--- config.mk ---
export PLATFORM = sky130hd
export DESIGN_NAME = cache_mem_bridge
export DESIGN_NICKNAME = d
export VERILOG_FILES = /design/src/rtl/cache_mem_bridge_pkg.sv /design/src/rtl/mem_timeout_cnt.sv /design/src/rtl/cache_mem_bridge.sv
export SDC_FILE = /design/constraint.sdc
export NUM_CORES = 1
export LEC_CHECK = 0
export ABC_AREA = 1
export CELL_PAD_IN_SITES_DETAIL_PLACEMENT = 1
export CELL_PAD_IN_SITES_GLOBAL_PLACEMENT = 2
export CORE_UTILIZATION = 24
export CTS_CLUSTER_SIZE = 24
export DETAILED_ROUTE_END_ITERATION = 7
export GPL_ROUTABILITY_DRIVEN = 0
export PLACE_DENSITY = 0.92
export SETUP_SLACK_MARGIN = 0.02
export SKIP_CTS_REPAIR_TIMING = 1
export SLEW_MARGIN = 25
export SYNTH_ARGS = -nofsm -noshare
export SYNTH_HDL_FRONTEND = slang
export SYNTH_SLANG_ARGS = --single-unit
--- constraint.sdc ---
create_clock -name clk -period 3.8 [get_ports clk]
set_input_delay 0.76 -clock clk [delete_from_list [all_inputs] [get_ports clk]]
set_output_delay 0.76 -clock clk [all_outputs]
set_load 0.01 [all_outputs]
--- src/rtl/cache_mem_bridge_pkg.sv ---
// Shared types and helpers for the cache-to-main-memory bridge.
package cache_mem_bridge_pkg;

    localparam int DEF_ADDR_W = 32;
    localparam int DEF_DATA_W = 32;

    typedef enum logic [2:0] {
        IDLE,
        WB_REQ,
        WB_RESP,
        RD_REQ,
        RD_RESP,
        ACK
    } bridge_state_t;

    // Callers size-cast in and out; memory is word-addressed, so the byte offset is dropped.
    function automatic logic [63:0] word_align(input logic [63:0] addr);
        return {addr[63:2], 2'b00};
    endfunction

endpackage

--- src/rtl/mem_timeout_cnt.sv ---
// Response watchdog: reloads on load, counts down while enabled, and flags
// expiry on the last enabled cycle of a TIMEOUT-cycle window.
module mem_timeout_cnt #(
    parameter int TIMEOUT = 255
) (
    input  logic clk,
    input  logic reset,
    input  logic load,
    input  logic en,
    output logic expired
);

    localparam int CNT_W = $clog2(TIMEOUT + 1);
    localparam logic [CNT_W-1:0] LOAD_VAL = CNT_W'(TIMEOUT - 1);

    logic [CNT_W-1:0] cnt_q;
    logic [CNT_W-1:0] cnt_d;

    always_comb begin
        cnt_d = cnt_q;
        if (load) begin
            cnt_d = LOAD_VAL;
        end else if (en && (cnt_q != '0)) begin
            cnt_d = cnt_q - 1'b1;
        end
    end

    always_ff @(posedge clk) begin
        if (reset) begin
            cnt_q <= '0;
        end else begin
            cnt_q <= cnt_d;
        end
    end

    assign expired = en && (cnt_q == '0);

endmodule

--- src/rtl/cache_mem_bridge.sv ---
// Runs writeback/refill sequences on a single-outstanding memory channel on
// behalf of the cache, returning the refill word with a one-cycle ack.
//
// state   | meaning
// IDLE    | waiting for a miss request from the cache
// WB_REQ  | victim write presented, waiting for m_ready
// WB_RESP | waiting for write completion (m_rvalid)
// RD_REQ  | refill read presented, waiting for m_ready
// RD_RESP | waiting for read data (m_rvalid)
// ACK     | Main_mem_ack pulse with refill data
module cache_mem_bridge
    import cache_mem_bridge_pkg::*;
#(
    parameter int ADDR_W  = DEF_ADDR_W,
    parameter int DATA_W  = DEF_DATA_W,
    parameter int TIMEOUT = 255
) (
    input  logic              clk,
    input  logic              reset,
    input  logic              mem_read_req,
    input  logic              mem_write_req,
    input  logic [ADDR_W-1:0] req_addr,
    input  logic [ADDR_W-1:0] wb_addr,
    input  logic [DATA_W-1:0] wb_data,
    output logic              Main_mem_ack,
    output logic [DATA_W-1:0] mem_data_out,
    output logic              busy,
    output logic              mem_err,
    output logic              m_valid,
    input  logic              m_ready,
    output logic              m_we,
    output logic [ADDR_W-1:0] m_addr,
    output logic [DATA_W-1:0] m_wdata,
    input  logic              m_rvalid,
    input  logic [DATA_W-1:0] m_rdata
);

    bridge_state_t     state_q, state_d;
    logic [ADDR_W-1:0] req_addr_q, req_addr_d;
    logic [ADDR_W-1:0] m_addr_q, m_addr_d;
    logic [DATA_W-1:0] m_wdata_q, m_wdata_d;
    logic [DATA_W-1:0] rdata_q, rdata_d;
    logic              m_valid_q, m_valid_d;
    logic              m_we_q, m_we_d;
    logic              ack_q, ack_d;
    logic              err_q, err_d;
    logic              cnt_load;
    logic              cnt_en;
    logic              cnt_expired;

    mem_timeout_cnt #(
        .TIMEOUT (TIMEOUT)
    ) u_timeout (
        .clk     (clk),
        .reset   (reset),
        .load    (cnt_load),
        .en      (cnt_en),
        .expired (cnt_expired)
    );

    always_comb begin
        state_d    = state_q;
        req_addr_d = req_addr_q;
        m_addr_d   = m_addr_q;
        m_wdata_d  = m_wdata_q;
        rdata_d    = rdata_q;
        m_valid_d  = m_valid_q;
        m_we_d     = m_we_q;
        ack_d      = 1'b0;
        err_d      = err_q;
        cnt_load   = 1'b0;
        cnt_en     = 1'b0;

        case (state_q)
            IDLE: begin
                // Write wins; the refill address is kept for after the writeback.
                if (mem_write_req) begin
                    req_addr_d = req_addr;
                    m_valid_d  = 1'b1;
                    m_we_d     = 1'b1;
                    m_addr_d   = ADDR_W'(word_align(64'(wb_addr)));
                    m_wdata_d  = wb_data;
                    state_d    = WB_REQ;
                end else if (mem_read_req) begin
                    req_addr_d = req_addr;
                    m_valid_d  = 1'b1;
                    m_we_d     = 1'b0;
                    m_addr_d   = ADDR_W'(word_align(64'(req_addr)));
                    state_d    = RD_REQ;
                end
            end
            WB_REQ: begin
                if (m_ready) begin
                    m_valid_d = 1'b0;
                    cnt_load  = 1'b1;
                    state_d   = WB_RESP;
                end
            end
            WB_RESP: begin
                cnt_en = 1'b1;
                if (m_rvalid) begin
                    m_valid_d = 1'b1;
                    m_we_d    = 1'b0;
                    m_addr_d  = ADDR_W'(word_align(64'(req_addr_q)));
                    state_d   = RD_REQ;
                end else if (cnt_expired) begin
                    err_d   = 1'b1;
                    state_d = IDLE;
                end
            end
            RD_REQ: begin
                if (m_ready) begin
                    m_valid_d = 1'b0;
                    cnt_load  = 1'b1;
                    state_d   = RD_RESP;
                end
            end
            RD_RESP: begin
                cnt_en = 1'b1;
                if (m_rvalid) begin
                    rdata_d = m_rdata;
                    ack_d   = 1'b1;
                    state_d = ACK;
                end else if (cnt_expired) begin
                    err_d   = 1'b1;
                    state_d = IDLE;
                end
            end
            ACK: begin
                state_d = IDLE;
            end
            default: begin
                state_d = IDLE;
            end
        endcase
    end

    always_ff @(posedge clk) begin
        if (reset) begin
            state_q    <= IDLE;
            req_addr_q <= '0;
            m_addr_q   <= '0;
            m_wdata_q  <= '0;
            rdata_q    <= '0;
            m_valid_q  <= 1'b0;
            m_we_q     <= 1'b0;
            ack_q      <= 1'b0;
            err_q      <= 1'b0;
        end else begin
            state_q    <= state_d;
            req_addr_q <= req_addr_d;
            m_addr_q   <= m_addr_d;
            m_wdata_q  <= m_wdata_d;
            rdata_q    <= rdata_d;
            m_valid_q  <= m_valid_d;
            m_we_q     <= m_we_d;
            ack_q      <= ack_d;
            err_q      <= err_d;
        end
    end

    assign busy         = (state_q != IDLE);
    assign Main_mem_ack = ack_q;
    assign mem_data_out = rdata_q;
    assign mem_err      = err_q;
    assign m_valid      = m_valid_q;
    assign m_we         = m_we_q;
    assign m_addr       = m_addr_q;
    assign m_wdata      = m_wdata_q;

endmodule

Word level (Yosys, flattened, before mapping)
Cells that the tools add are included.
{"block": "totals", "inputBits": 134, "elab_cells": 73, "mem_bits_rw": 0, "out_inout_bits": 101, "latch_bits": 0, "reg_bits": 143, "romBits": 0, "n_memories": 0}
{"block": "op_classes", "mux": 29, "addsub": 1, "div": 0, "n_shift": 0, "bitwise_logic": 2, "eq_ne": 9, "magnitude_cmp": 0, "mul": 0, "n_reduce_logical": 21}
{"cell": "$mux W32", "count": 5}
{"cell": "$pmux W32 S2", "count": 1}
{"cell": "$mux W3", "count": 7}
{"cell": "$mux W8", "count": 2}
{"cell": "$pmux W3 S5", "count": 1}
{"cell": "$mux W1", "count": 11}
{"cell": "$reduce_and A3 Y1", "count": 3}
{"cell": "$logic_not A8 Y1", "count": 1}
{"cell": "$reduce_bool A8 Y1", "count": 1}
{"cell": "$reduce_or A2 Y1", "count": 4}
{"cell": "$sub A8 B1 Y8 const B", "count": 1}
{"cell": "$eq A3 B2 Y1 const B", "count": 2}
{"cell": "$ne A2 B2 Y1 const B", "count": 3}
{"cell": "$reduce_and A2 Y1", "count": 3}
{"cell": "$reduce_bool A2 Y1", "count": 3}
{"cell": "$reduce_bool A3 Y1", "count": 2}
{"cell": "$reduce_and A4 Y1", "count": 1}
{"cell": "$eq A3 B1 Y1 const B", "count": 1}
{"cell": "$eq A3 B3 Y1 const B", "count": 1}
{"cell": "$logic_not A3 Y1", "count": 1}
{"cell": "$ne A3 B3 Y1 const B", "count": 1}
{"cell": "$pmux W1 S3", "count": 1}
{"cell": "$logic_and A1 B1 Y1", "count": 2}
{"cell": "$ne A2 B1 Y1 const B", "count": 1}
{"cell": "2 further kinds", "count": 3}

Longest topological paths before layout
{"block": "depth", "word_depth": 7, "ltp_mapped": 10, "ltp_nobuf": 9}

Modules after synthesis
Synthesis repeated with hierarchy kept, for this count alone.
{"block": "hier_totals", "hier_cells": 982, "area_unflattened_um2": 6376.1}
{"module": "cache_mem_bridge", "instances": 1, "cells_each": 888, "area_each_um2": 5804.3, "seq_area_each_um2": 2622.5}
{"module": "mem_timeout_cnt", "instances": 1, "cells_each": 94, "area_each_um2": 571.8, "seq_area_each_um2": 160.2}

Worst setup path before layout
No wires, ideal clock.
{"block": "synth_path", "path_kind": "input-to-reg", "startpoint": "input port m_rvalid", "endpoint": "register m_addr_q[10] (netlist: m_addr[10])", "t_required_ns": 3.681, "path_buffers": 2, "path_slack_ns": 2.131, "setup_ns": 0.119, "path_stages": 7, "t_arrival_ns": 1.550, "cell_sequence": "clkbuf_1 inv_1 nand2_2 nand3_4 buf_6 o21ai_1 a21oi_1"}
{"block": "synth_via", "elab_chain_len": 2}
{"element": "from (decl)", "line_no": "cache_mem_bridge.sv:34", "rtl": "input logic m_rvalid,"}
{"element": "$ne A2 B2 Y1 (no line)"}
{"element": "$reduce_and A3 Y1 (no line)"}
{"element": "to (signal assigned)", "line_no": "cache_mem_bridge.sv:152", "rtl": "m_addr_q <= m_addr_d;"}
{"element": "to (decl)", "line_no": "cache_mem_bridge.sv:40", "rtl": "logic [ADDR_W-1:0] m_addr_q, m_addr_d;"}
No other way between the ends.
A chain may end at the register's enable or synchronous reset.

Final worst setup path
{"block": "layout_path", "startpoint": "register state_q[1]", "endpoint": "output port busy"}
{"block": "layout_via", "elab_chain_len": 1}
{"element": "from (decl)", "line_no": "cache_mem_bridge.sv:38", "rtl": "bridge_state_t state_q, state_d;"}
{"element": "from (signal assigned)", "line_no": "cache_mem_bridge.sv:150", "rtl": "state_q <= state_d;"}
{"element": "$reduce_bool A3 Y1", "line_no": "cache_mem_bridge.sv:162", "rtl": "assign busy = (state_q != IDLE);"}
{"element": "to (decl)", "line_no": "cache_mem_bridge.sv:27", "rtl": "output logic busy,"}
No other way between the ends.

==> impl_metrics.ini <==
[worst_setup_path]
startpoint = state_q[1]
crit_path_end_kind = primary output
critPathKind = reg -> out
regToRegStartpoint = state_q[1]
worst_ep_arrival_time_ps = 1610
timing.rr.end = m_addr[29]
rrSetupSlack_ps = 1870
cp.required_ps = 3040
path_max_fanout = 4
critPathLaunchType = flop
cp-endpoint = busy
reg2regPathDepth = 7

[finish]
nNetsFinal = 1175
num-fill-cells = 2989
final_cell_mix = clkdlybuf4s50_1 (228), nand2_1 (183), dfxtp_1 (139)
layout_commonest_cell = clkdlybuf4s50_1
syn2layout_area_growth_pct = 51.8
drive_gt1_frac = 0.0542

[route]
met2_length_mm = 9.58
dr.pass1.iters = 4
antenna_left = 0
drt_iter0_drc = 292
routed_via_density = 4.41
dr_total_vias = 6074
drc = 0
wl_per_cell_um = 14.4
wl_met1_mm = 8.88
wirelength_mm = 19.8
wl_met3_mm = 1.04
maxUsedRoutingLayer = met5

[pwr]
finalPower_uw = 6510
p_sw_frac = 0.375
intPower_uw = 4070
leakagePower_uw = 0.00362
power.density_nw_per_um2 = 724
clkPwrFrac = 0.258
switchingPower_uw = 2440
ir_worst_vdd_mv = 0.309
p_comb_frac = 0.407
seq_power_share = 0.335

[global_routing]
grt_max_degree = 99
grt_usage = 0.159
grt_pass1_vias = 6110
grt_pass1_wl_mm = 32.2
grt_overflow = 0
antenna_found_initial = 2

[clocking]
clockBufferDepth = 2
cts_sinks = 139
clock-root-buffer = clkbuf_16
cts_max_level = 4
numCtsBuffers = 17
clk_pin_slew_ps = 70
clk_latency_ps = 420
cts_tree = yes

[placed_design]
dp_hpwl_mm = 13.0
place.port_buffers = 228

[synthesis]
synth-main-ff-cell = dfxtp_1
seq_area_frac_synth = 0.470
synth.distinct_cells = 28
synthArstFlopShare = 0
syn_area_um2 = 5920
ys_warn_count = 0
synth_edf_count = 0
syn_inst = 842
synth.avg_cell_area_um2 = 7.03
synth-seq-cells = 139

[timing]
hold_viol = 0
rsz0062_at_grt = no
skew_ps = 6.72
min_period_over_period = 0.625
tightest_slew_ps = 955
slew_headroom = 0.363
fmax_mhz = 421
maxSlewViolCount = 0
finalSetupViolCount = 0
timing.setup.tns_ps = 0
period_minus_slack_ps = 2370

[floorplan]
dieArea_um2 = 25300
start_util = 0.244
die_h_um = 159
io_pins = 235
core.rowCount = 57
coreArea_um2 = 24200
die_w_um = 159

[job]
cap_violations = 0

[min_path]
hold_class = reg -> reg

[run_status]
status = finished, final reports clean
==> layout make-up <==
cell class / instances / area (um2) / share of cell area
antenna: 1 / 2.50 / 0.000279
clock buffer: 19 / 443 / 0.0493
clock inverter: 13 / 140 / 0.0156
inverter: 87 / 327 / 0.0363
multi-input combinational: 557 / 2530 / 0.282
sequential: 139 / 2780 / 0.310
tap: 324 / 405 / 0.0451
timing repair buffer: 237 / 2350 / 0.262
==> sequential cells by signal (all words and copies together), names as in the netlist <==
signal           flops
state_q              3
m_addr              30
m_valid              1
u_timeout.cnt_q      8
m_wdata             32
mem_data_out        32
m_we                 1
req_addr_q          30
Main_mem_ack         1
mem_err              1
==> kinds of logic after synthesis <==
logic type / share of synthesized area
simple gates: 0.223
compound gates: 0.197
buf+inv: 0.104
flops: 0.470
fa+ha+maj: 0.00423
xor+xnor: 0.00148
other cells: 0.000633
==> how the worst min path moves through the flow <==
stage,from,end,slack [ps],cells past startpoint
2_1_floorplan,req_addr_q[10],req_addr_q[10],420,2
5_1_grt,m_addr[17],m_addr[17],470,2
3_3_place_gp,m_addr[21],m_addr[21],430,2
4_1_cts,m_addr[13],m_addr[13],450,2
6_report,m_addr[8],m_addr[8],440,2
3_5_place_dp,m_addr[10],m_addr[10],440,2
==> routing by layer <==
layer  global-route usage  up-vias
li1                     -     3082
met5                    0        -
met3               0.0443       21
met1                0.190     2834
met2                0.272      135
met4               0.0564        2
==> power by group through the flow <==
stage	clock network, uW	logic [uW]	registers, uW
floorplan	0	1460	2330
global placement	0	2650	2200
detailed placement	0	2700	2220
CTS	1740	2720	2190
global route	1810	2980	2250
finish	1680	2650	2180
==> synthesized netlist by cell type, types with 3 or more instances <==
| master | number | area, um2 |
|---|---|---|
| a21oi_1 | 102 | 510 |
| o21ai_0 | 92 | 460 |
| buf_2 | 21 | 105 |
| nor2_2 | 3 | 18.8 |
| nor2_1 | 76 | 285 |
| nand2_2 | 4 | 25.0 |
| nand3_1 | 51 | 255 |
| clkbuf_1 | 32 | 120 |
| o21ai_1 | 32 | 160 |
| inv_2 | 6 | 22.5 |
| inv_1 | 81 | 304 |
| buf_6 | 4 | 45.0 |
| dfxtp_1 | 139 | 2780 |
| nand2_1 | 183 | 687 |
==> critical path, stage by stage (launching register included) <==
cell and delay [ps]:
dfxtp_1 420, nor2_4 80, nand2_2 110, clkdlybuf4s50_1 590
==> through the flow <==
stage	setup slack, ps	instance area [um2]	util	cells	hold WS, ps
6_report	1430	8980	0.371	1377	445
3_5_place_dp	1030	8400	0.346	1344	439
2_1_floorplan	2130	5920	-	843	425
4_1_cts	1390	8980	0.370	1376	450
3_3_place_gp	1060	8400	0.346	1344	433
5_1_grt	1290	8980	0.371	1377	465
(Power assumes the default switching activity.)
